## config.mk

```make
export PLATFORM = sky130hd
export DESIGN_NAME = dcache_bus_seq_flat
export DESIGN_NICKNAME = d
export VERILOG_FILES = /design/src/rtl/dcache_bus_seq_if.sv /design/src/rtl/dcache_bus_seq.sv /design/src/flat_wrapper.sv
export SDC_FILE = /design/constraint.sdc
export NUM_CORES = 1
export LEC_CHECK = 0
export BUFFER_PORTS_ARGS = -buffer_cell sky130_fd_sc_hd__clkbuf_2
export CAP_MARGIN = 20
export CORE_AREA = 3 3 322 324
export DETAILED_ROUTE_END_ITERATION = 16
export DIE_AREA = 0 0 325 327
export PLACE_DENSITY = 0.55
export SLEW_MARGIN = 40
export SYNTH_ARGS = -nofsm -noshare
export SYNTH_HDL_FRONTEND = slang
export SYNTH_SLANG_ARGS = --single-unit
```

## constraint.sdc

```tcl
create_clock -name clk -period 2.83 [get_ports clk]
set_input_delay 0.566 -clock clk [delete_from_list [all_inputs] [get_ports clk]]
set_output_delay 0.566 -clock clk [all_outputs]
set_load 0.01 [all_outputs]
```

## src/rtl/dcache_bus_seq_if.sv

```systemverilog
// Cache-side request/response and AHB master signals of the
// line-transfer sequencer, bundled for master (DUT) and slave (env).
interface dcache_bus_seq_if #(
  parameter int PA_BITS = 56,
  parameter int LINELEN = 512,
  parameter int AHBW    = 64
);
  localparam int BL = $clog2(LINELEN / AHBW);

  logic [1:0]         CacheBusRW;
  logic [PA_BITS-1:0] CacheBusAdr;
  logic               FlushStage;
  logic               Stall;
  logic [AHBW-1:0]    CacheWriteData;
  logic               HREADY;
  logic [AHBW-1:0]    HRDATA;
  logic [PA_BITS-1:0] HADDR;
  logic               HWRITE;
  logic [1:0]         HTRANS;
  logic [2:0]         HBURST;
  logic [AHBW-1:0]    HWDATA;
  logic [LINELEN-1:0] FetchBuffer;
  logic [BL-1:0]      BeatCount;
  logic               SelBusBeat;
  logic               CacheBusAck;
  logic               BusCommitted;

  modport master (
    input  CacheBusRW, CacheBusAdr, FlushStage, Stall,
    input  CacheWriteData, HREADY, HRDATA,
    output HADDR, HWRITE, HTRANS, HBURST, HWDATA,
    output FetchBuffer, BeatCount, SelBusBeat,
    output CacheBusAck, BusCommitted
  );

  modport slave (
    output CacheBusRW, CacheBusAdr, FlushStage, Stall,
    output CacheWriteData, HREADY, HRDATA,
    input  HADDR, HWRITE, HTRANS, HBURST, HWDATA,
    input  FetchBuffer, BeatCount, SelBusBeat,
    input  CacheBusAck, BusCommitted
  );
endinterface

```

## src/rtl/dcache_bus_seq.sv

```systemverilog
// D-cache line fetch/writeback sequencer driving pipelined
// AHB INCR bursts; one line per request.
module dcache_bus_seq #(
  parameter int PA_BITS = 56,
  parameter int LINELEN = 512,
  parameter int AHBW    = 64
) (
  input logic              clk,
  input logic              reset,
  dcache_bus_seq_if.master bus
);
  localparam int BEATS = LINELEN / AHBW;
  localparam int BL    = $clog2(BEATS);
  localparam int CW    = BL + 1;

  localparam logic [2:0] BURST =
    (BEATS == 4) ? 3'b011 :
    (BEATS == 8) ? 3'b101 : 3'b111;

  localparam logic [CW-1:0] ALL  = CW'(BEATS);
  localparam logic [CW-1:0] LAST = CW'(BEATS - 1);
  localparam logic [CW-1:0] ONE  = CW'(1);
  localparam logic [PA_BITS-1:0] STEP = PA_BITS'(AHBW / 8);

  localparam logic [1:0] T_IDLE   = 2'b00;
  localparam logic [1:0] T_NONSEQ = 2'b10;
  localparam logic [1:0] T_SEQ    = 2'b11;

  typedef enum logic [1:0] {
    IDLE, ADR, DATA, DONE
  } state_e;

  state_e             state_q, state_d;
  logic [CW-1:0]      acnt_q, acnt_d;
  logic [CW-1:0]      dcnt_q, dcnt_d;
  logic [PA_BITS-1:0] adr_q, adr_d;
  logic               wr_q, wr_d;
  logic [AHBW-1:0]    hwdata_q, hwdata_d;
  logic [LINELEN-1:0] fbuf_q, fbuf_d;

  logic       aphase;
  logic       dphase;
  logic       ack;
  logic [1:0] htrans;

  always_ff @(posedge clk or negedge reset) begin
    if (!reset) begin
      state_q  <= IDLE;
      acnt_q   <= '0;
      dcnt_q   <= '0;
      adr_q    <= '0;
      wr_q     <= 1'b0;
      hwdata_q <= '0;
      fbuf_q   <= '0;
    end else begin
      state_q  <= state_d;
      acnt_q   <= acnt_d;
      dcnt_q   <= dcnt_d;
      adr_q    <= adr_d;
      wr_q     <= wr_d;
      hwdata_q <= hwdata_d;
      fbuf_q   <= fbuf_d;
    end
  end

  always_comb begin
    state_d  = state_q;
    acnt_d   = acnt_q;
    dcnt_d   = dcnt_q;
    adr_d    = adr_q;
    wr_d     = wr_q;
    hwdata_d = hwdata_q;
    fbuf_d   = fbuf_q;
    aphase   = 1'b0;
    dphase   = 1'b0;
    ack      = 1'b0;
    htrans   = T_IDLE;

    unique case (state_q)
      IDLE: begin
        if (|bus.CacheBusRW && !bus.FlushStage) begin
          state_d = ADR;
          adr_d   = bus.CacheBusAdr;
          wr_d    = bus.CacheBusRW[0];
        end
      end
      ADR: aphase = 1'b1;
      DATA: begin
        aphase = (acnt_q != ALL);
        dphase = 1'b1;
      end
      DONE: begin
        if (!bus.Stall) state_d = IDLE;
      end
      default: state_d = IDLE;
    endcase

    if (aphase) htrans = (acnt_q == '0) ? T_NONSEQ : T_SEQ;

    // Nothing moves on a wait-stated edge; address leads data by one.
    if (bus.HREADY) begin
      if (aphase) begin
        acnt_d = acnt_q + ONE;
        if (wr_q) hwdata_d = bus.CacheWriteData;
      end
      if (dphase) begin
        dcnt_d = dcnt_q + ONE;
        if (!wr_q) fbuf_d[dcnt_q[BL-1:0]*AHBW +: AHBW] = bus.HRDATA;
      end
      if (state_q == ADR) state_d = DATA;
      if (dphase && dcnt_q == LAST) begin
        ack     = 1'b1;
        state_d = DONE;
        acnt_d  = '0;
        dcnt_d  = '0;
      end
    end
  end

  logic busy;
  logic on_bus;

  assign busy   = (state_q != IDLE);
  assign on_bus = (state_q == ADR) || (state_q == DATA);

  assign bus.HADDR        = adr_q + PA_BITS'(acnt_q) * STEP;
  assign bus.HWRITE       = wr_q & on_bus;
  assign bus.HTRANS       = htrans;
  assign bus.HBURST       = (htrans != T_IDLE) ? BURST : 3'b000;
  assign bus.HWDATA       = hwdata_q;
  assign bus.FetchBuffer  = fbuf_q;
  assign bus.BeatCount    = wr_q ? acnt_q[BL-1:0] : dcnt_q[BL-1:0];
  assign bus.SelBusBeat   = busy;
  assign bus.CacheBusAck  = ack;
  assign bus.BusCommitted = busy;
endmodule

```

## src/flat_wrapper.sv

```systemverilog
// flat-port wrapper written by rule: the top's interface ports become plain ports
module dcache_bus_seq_flat 
#(
  parameter int PA_BITS = 56,
  parameter int LINELEN = 512,
  parameter int AHBW    = 64
)
  (clk, reset, bus_CacheBusRW, bus_CacheBusAdr, bus_FlushStage, bus_Stall, bus_CacheWriteData, bus_HREADY, bus_HRDATA, bus_HADDR, bus_HWRITE, bus_HTRANS, bus_HBURST, bus_HWDATA, bus_FetchBuffer, bus_BeatCount, bus_SelBusBeat, bus_CacheBusAck, bus_BusCommitted);
  dcache_bus_seq_if #(.PA_BITS(PA_BITS), .LINELEN(LINELEN), .AHBW(AHBW)) bus_i ();
  input logic clk;
  input logic reset;
  input wire logic [$bits(bus_i.CacheBusRW)-1:0] bus_CacheBusRW;
  input wire logic [$bits(bus_i.CacheBusAdr)-1:0] bus_CacheBusAdr;
  input wire logic [$bits(bus_i.FlushStage)-1:0] bus_FlushStage;
  input wire logic [$bits(bus_i.Stall)-1:0] bus_Stall;
  input wire logic [$bits(bus_i.CacheWriteData)-1:0] bus_CacheWriteData;
  input wire logic [$bits(bus_i.HREADY)-1:0] bus_HREADY;
  input wire logic [$bits(bus_i.HRDATA)-1:0] bus_HRDATA;
  output wire logic [$bits(bus_i.HADDR)-1:0] bus_HADDR;
  output wire logic [$bits(bus_i.HWRITE)-1:0] bus_HWRITE;
  output wire logic [$bits(bus_i.HTRANS)-1:0] bus_HTRANS;
  output wire logic [$bits(bus_i.HBURST)-1:0] bus_HBURST;
  output wire logic [$bits(bus_i.HWDATA)-1:0] bus_HWDATA;
  output wire logic [$bits(bus_i.FetchBuffer)-1:0] bus_FetchBuffer;
  output wire logic [$bits(bus_i.BeatCount)-1:0] bus_BeatCount;
  output wire logic [$bits(bus_i.SelBusBeat)-1:0] bus_SelBusBeat;
  output wire logic [$bits(bus_i.CacheBusAck)-1:0] bus_CacheBusAck;
  output wire logic [$bits(bus_i.BusCommitted)-1:0] bus_BusCommitted;
  assign bus_i.CacheBusRW = bus_CacheBusRW;
  assign bus_i.CacheBusAdr = bus_CacheBusAdr;
  assign bus_i.FlushStage = bus_FlushStage;
  assign bus_i.Stall = bus_Stall;
  assign bus_i.CacheWriteData = bus_CacheWriteData;
  assign bus_i.HREADY = bus_HREADY;
  assign bus_i.HRDATA = bus_HRDATA;
  assign bus_HADDR = bus_i.HADDR;
  assign bus_HWRITE = bus_i.HWRITE;
  assign bus_HTRANS = bus_i.HTRANS;
  assign bus_HBURST = bus_i.HBURST;
  assign bus_HWDATA = bus_i.HWDATA;
  assign bus_FetchBuffer = bus_i.FetchBuffer;
  assign bus_BeatCount = bus_i.BeatCount;
  assign bus_SelBusBeat = bus_i.SelBusBeat;
  assign bus_CacheBusAck = bus_i.CacheBusAck;
  assign bus_BusCommitted = bus_i.BusCommitted;
  dcache_bus_seq #(.PA_BITS(PA_BITS), .LINELEN(LINELEN), .AHBW(AHBW)) u_core (.clk(clk), .reset(reset), .bus(bus_i));
endmodule
```

==> results.json <==
{
  "netlist_area_sq_mm": 0.0258,
  "fmax_mhz": 317,
  "r2r_start": "u_core.dcnt_q[1]",
  "synth_top_family_by_area": "multiplexers",
  "synth-seq-cells": 643,
  "crit_end": "bus_HADDR[18]",
  "design.die.area_sq_mm": 0.106,
  "max_slew_margin_pct": 46.1,
  "synth_xor_xnor_area_share_pct": 1.84,
  "synth_most_common_cell": "dfrtp_1",
  "drive_gt1_share_pct": 47.3,
  "arrival_ns": 2.59,
  "r2r-end": "u_core.bus.FetchBuffer[346]",
  "timing.final.crit_share_pct": 112,
  "firstDrtPassIters": 7,
  "finalSetupViolCount": 49,
  "hold_ws_ns": 0.175,
  "violations": "setup timing",
  "cap_violations": 0,
  "fp.coreArea_sq_mm": 0.101,
  "layout.nets": 3300,
  "yosys.area_share.adder_pct": 0.709,
  "ys_seq_area_share_pct": 62.5,
  "power.total_w": 0.0360,
  "worstMarginPinSlew_ns": 0.806,
  "grt_pass1_wl_um": 142000,
  "synth_top_area_share_pct": 62.5,
  "rsz0062_at_grt": "yes",
  "end_kind": "primary output",
  "cts_buffers": 74,
  "htreeDepth": 3,
  "setup_ws_ns": -0.326,
  "cts_tree": "yes",
  "initialDrtViolationCount": 1094,
  "synth_mux_area_share_pct": 16.0,
  "p_leak_nw": 18.5,
  "io_buffer_count": 833,
  "drc": 0,
  "synthTopCellsByArea": "dfrtp_1 62%, mux2_2 16%, nand2_1 7.9%",
  "grt_max_degree": 85,
  "ios": 835,
  "synth_top_flop_cell": "dfrtp_1",
  "tns_ns": -10.61,
  "grt_pass1_vias": 20415,
  "ys_warn_count": 0,
  "antenna_left": 0,
  "final_hold_viol_count": 0,
  "outcome": "finished, violations left",
  "cts_max_path_buffers": 3,
  "cts.clk_slew.worst_paths_ns": 0.06,
  "ctsRootBufferMaster": "clkbuf_16",
  "viasPerCell": 4.39,
  "area_growth_pct": 36.5,
  "synth_cell_type_count": 45,
  "die_h_um": 327,
  "crit_type": "register to primary output",
  "p_per_area_mw_per_mm2": 1020,
  "rows": 117,
  "hpwl_um": 69600,
  "insertion_delay_ns": 0.63,
  "cts_sinks": 643,
  "crit_path_max_fanout": 7,
  "drt-total-wl_um": 97400,
  "wl_per_cell_um": 21.5,
  "synth-simple-area-share_pct": 12.3,
  "synth_nets": 2410,
  "yosys-top-cells-count": "643 x dfrtp_1, 543 x nand2_1, 365 x mux2_2, 153 x o21ai_0, 105 x nand3_1",
  "start_util_pct": 25.4,
  "grt_use_total_pct": 17.9,
  "syn_avg_cell_area_sq_um": 11.7,
  "async_flop_share_pct": 100,
  "place_congestion": 0.888,
  "slew_viol_final": 0,
  "crit_start": "u_core.acnt_q[3]",
  "finClkSkew_ns": 0.0253,
  "cp-start-kind": "register",
  "synth_compound_area_share_pct": 3.38,
  "layout_min_cycle_time_ns": 3.16,
  "syn_inst": 2205,
  "ir_drop_uv": 499,
  "dr_total_vias": 19836,
  "synth_edf_count": 0,
  "r2r_cells": 7,
  "worstHoldPathType": "primary input to register",
  "synth_top_area_cell": "dfrtp_1",
  "antenna_found_initial": 6,
  "cp.required_ns": 2.26,
  "fp.dieW_um": 325,
  "overflow": 0,
  "reg2reg_slack_ns": 0.28
}
-- cell families (layout without fill, tap and decap cells) --
family,after synthesis,count (layout)
flip-flops,643,643
AND/OR/NAND/NOR,751,751
other,1,8
buffers and inverters,209,1150
adder cells (fa/ha/maj),14,14
AO/OA/AOI/OAI,168,168
multiplexers,365,365
XOR/XNOR,54,54
-- cell usage in the layout (no fill, tap or decap), types with 3 or more instances in the layout --
cell | Yosys | routed
nand2_1 | 543 | 534
clkinv_2 | 0 | 9
and3b_1 | 3 | 3
xor2_1 | 20 | 18
mux2_2 | 365 | 365
buf_12 | 0 | 26
nor3_1 | 12 | 4
nor3b_2 | 1 | 3
dfrtp_1 | 643 | 643
nand4_1 | 21 | 21
clkbuf_16 | 0 | 74
nor3_4 | 0 | 6
ha_1 | 13 | 9
and4_1 | 5 | 4
nor2_2 | 0 | 3
nand3_1 | 105 | 95
nand3_4 | 0 | 4
clkbuf_8 | 0 | 13
xnor2_2 | 0 | 14
nand2_4 | 0 | 7
o21ai_0 | 153 | 153
and3_1 | 4 | 4
xnor2_1 | 34 | 20
clkbuf_2 | 1 | 784
nor2_4 | 0 | 10
clkbuf_1 | 83 | 20
nor3_2 | 2 | 4
ha_4 | 0 | 3
nand3_2 | 0 | 6
nor2_1 | 32 | 19
buf_4 | 8 | 68
inv_1 | 82 | 82
buf_2 | 25 | 48
and2_1 | 6 | 5
inv_6 | 0 | 3
diode_2 | 0 | 7
buf_6 | 0 | 12
-- per-stage QoR --
stage / instance area [sq um] / std cells / setup WS, ns / utilization, %
global route: 35100 / 4516 / -0.435 / 34.6
finish: 35200 / 4521 / -0.326 / 34.7
global placement: 32100 / 4363 / 0.0757 / 31.7
detailed placement: 32100 / 4363 / 0.0105 / 31.7
floorplan: 25800 / 2205 / 0.0188 / -
CTS: 34900 / 4508 / -0.389 / 34.4
-- where the power goes --
group	switching, W	leakage [nW]	internal, W
clock network	0.00389	1.14	0.00537
logic	0.00724	9.02	0.00538
registers	0.00195	8.33	0.0122
-- metal layers --
metal,routed length [um],global-route usage (%),vias up
met5,0,0,-
met4,2440,5.41,0
met3,8320,6.02,122
met2,47000,30.1,723
met1,39600,21.9,9889
li1,-,-,9102
-- flip-flops by register name (all words and copies together) (netlist names) --
signal                  count
u_core.dcnt_q               4
u_core.acnt_q               4
u_core.bus.HWDATA          64
u_core.state_q              2
u_core.adr_q               56
u_core.bus.FetchBuffer    512
u_core.wr_q                 1
-- worst min-delay path by stage --
| stage | endpoint | cells past startpoint | from |
|---|---|---|---|
| 2_1_floorplan | u_core.acnt_q[0] | 0 | reset |
| 3_3_place_gp | u_core.bus.FetchBuffer[246] | 2 | u_core.bus.FetchBuffer[246] |
| 3_5_place_dp | u_core.bus.FetchBuffer[242] | 2 | u_core.bus.FetchBuffer[242] |
| 4_1_cts | u_core.bus.HWDATA[35] | 2 | bus_CacheWriteData[35] |
| 5_1_grt | u_core.bus.HWDATA[36] | 2 | bus_CacheWriteData[36] |
| 6_report | u_core.bus.HWDATA[35] | 2 | bus_CacheWriteData[35] |
-- layout make-up --
cell class / instances / area, sq um
Clock inverter: 20 / 218
Inverter: 83 / 312
Sequential cell: 643 / 16100
Timing Repair Buffer: 940 / 5360
Multi-Input combinational cell: 1353 / 9350
Tap cell: 1368 / 1710
Antenna cell: 7 / 17.5
Clock buffer: 107 / 2110
Fill cell: 10312 / 66300
-- worst max-delay path: stages, from the launching register on --
cell	delay, ns
dfrtp_1	0.41
ha_4	0.30
nand3_2	0.07
o211ai_1	0.22
buf_4	0.19
buf_6	0.11
buf_12	0.13
nand4_1	0.14
xnor2_1	0.24
buf_2	0.17
-- what timing repair did --
action,4_1_cts,5_1_grt
hold buffers,1,0
pin swaps,24,27
buffers inserted,17,5
endpoints found under the hold margin,39,0
gates resized for setup,56,95
endpoints found under the setup margin,53,53
cloned,0,1
(Power assumes the default switching activity.)
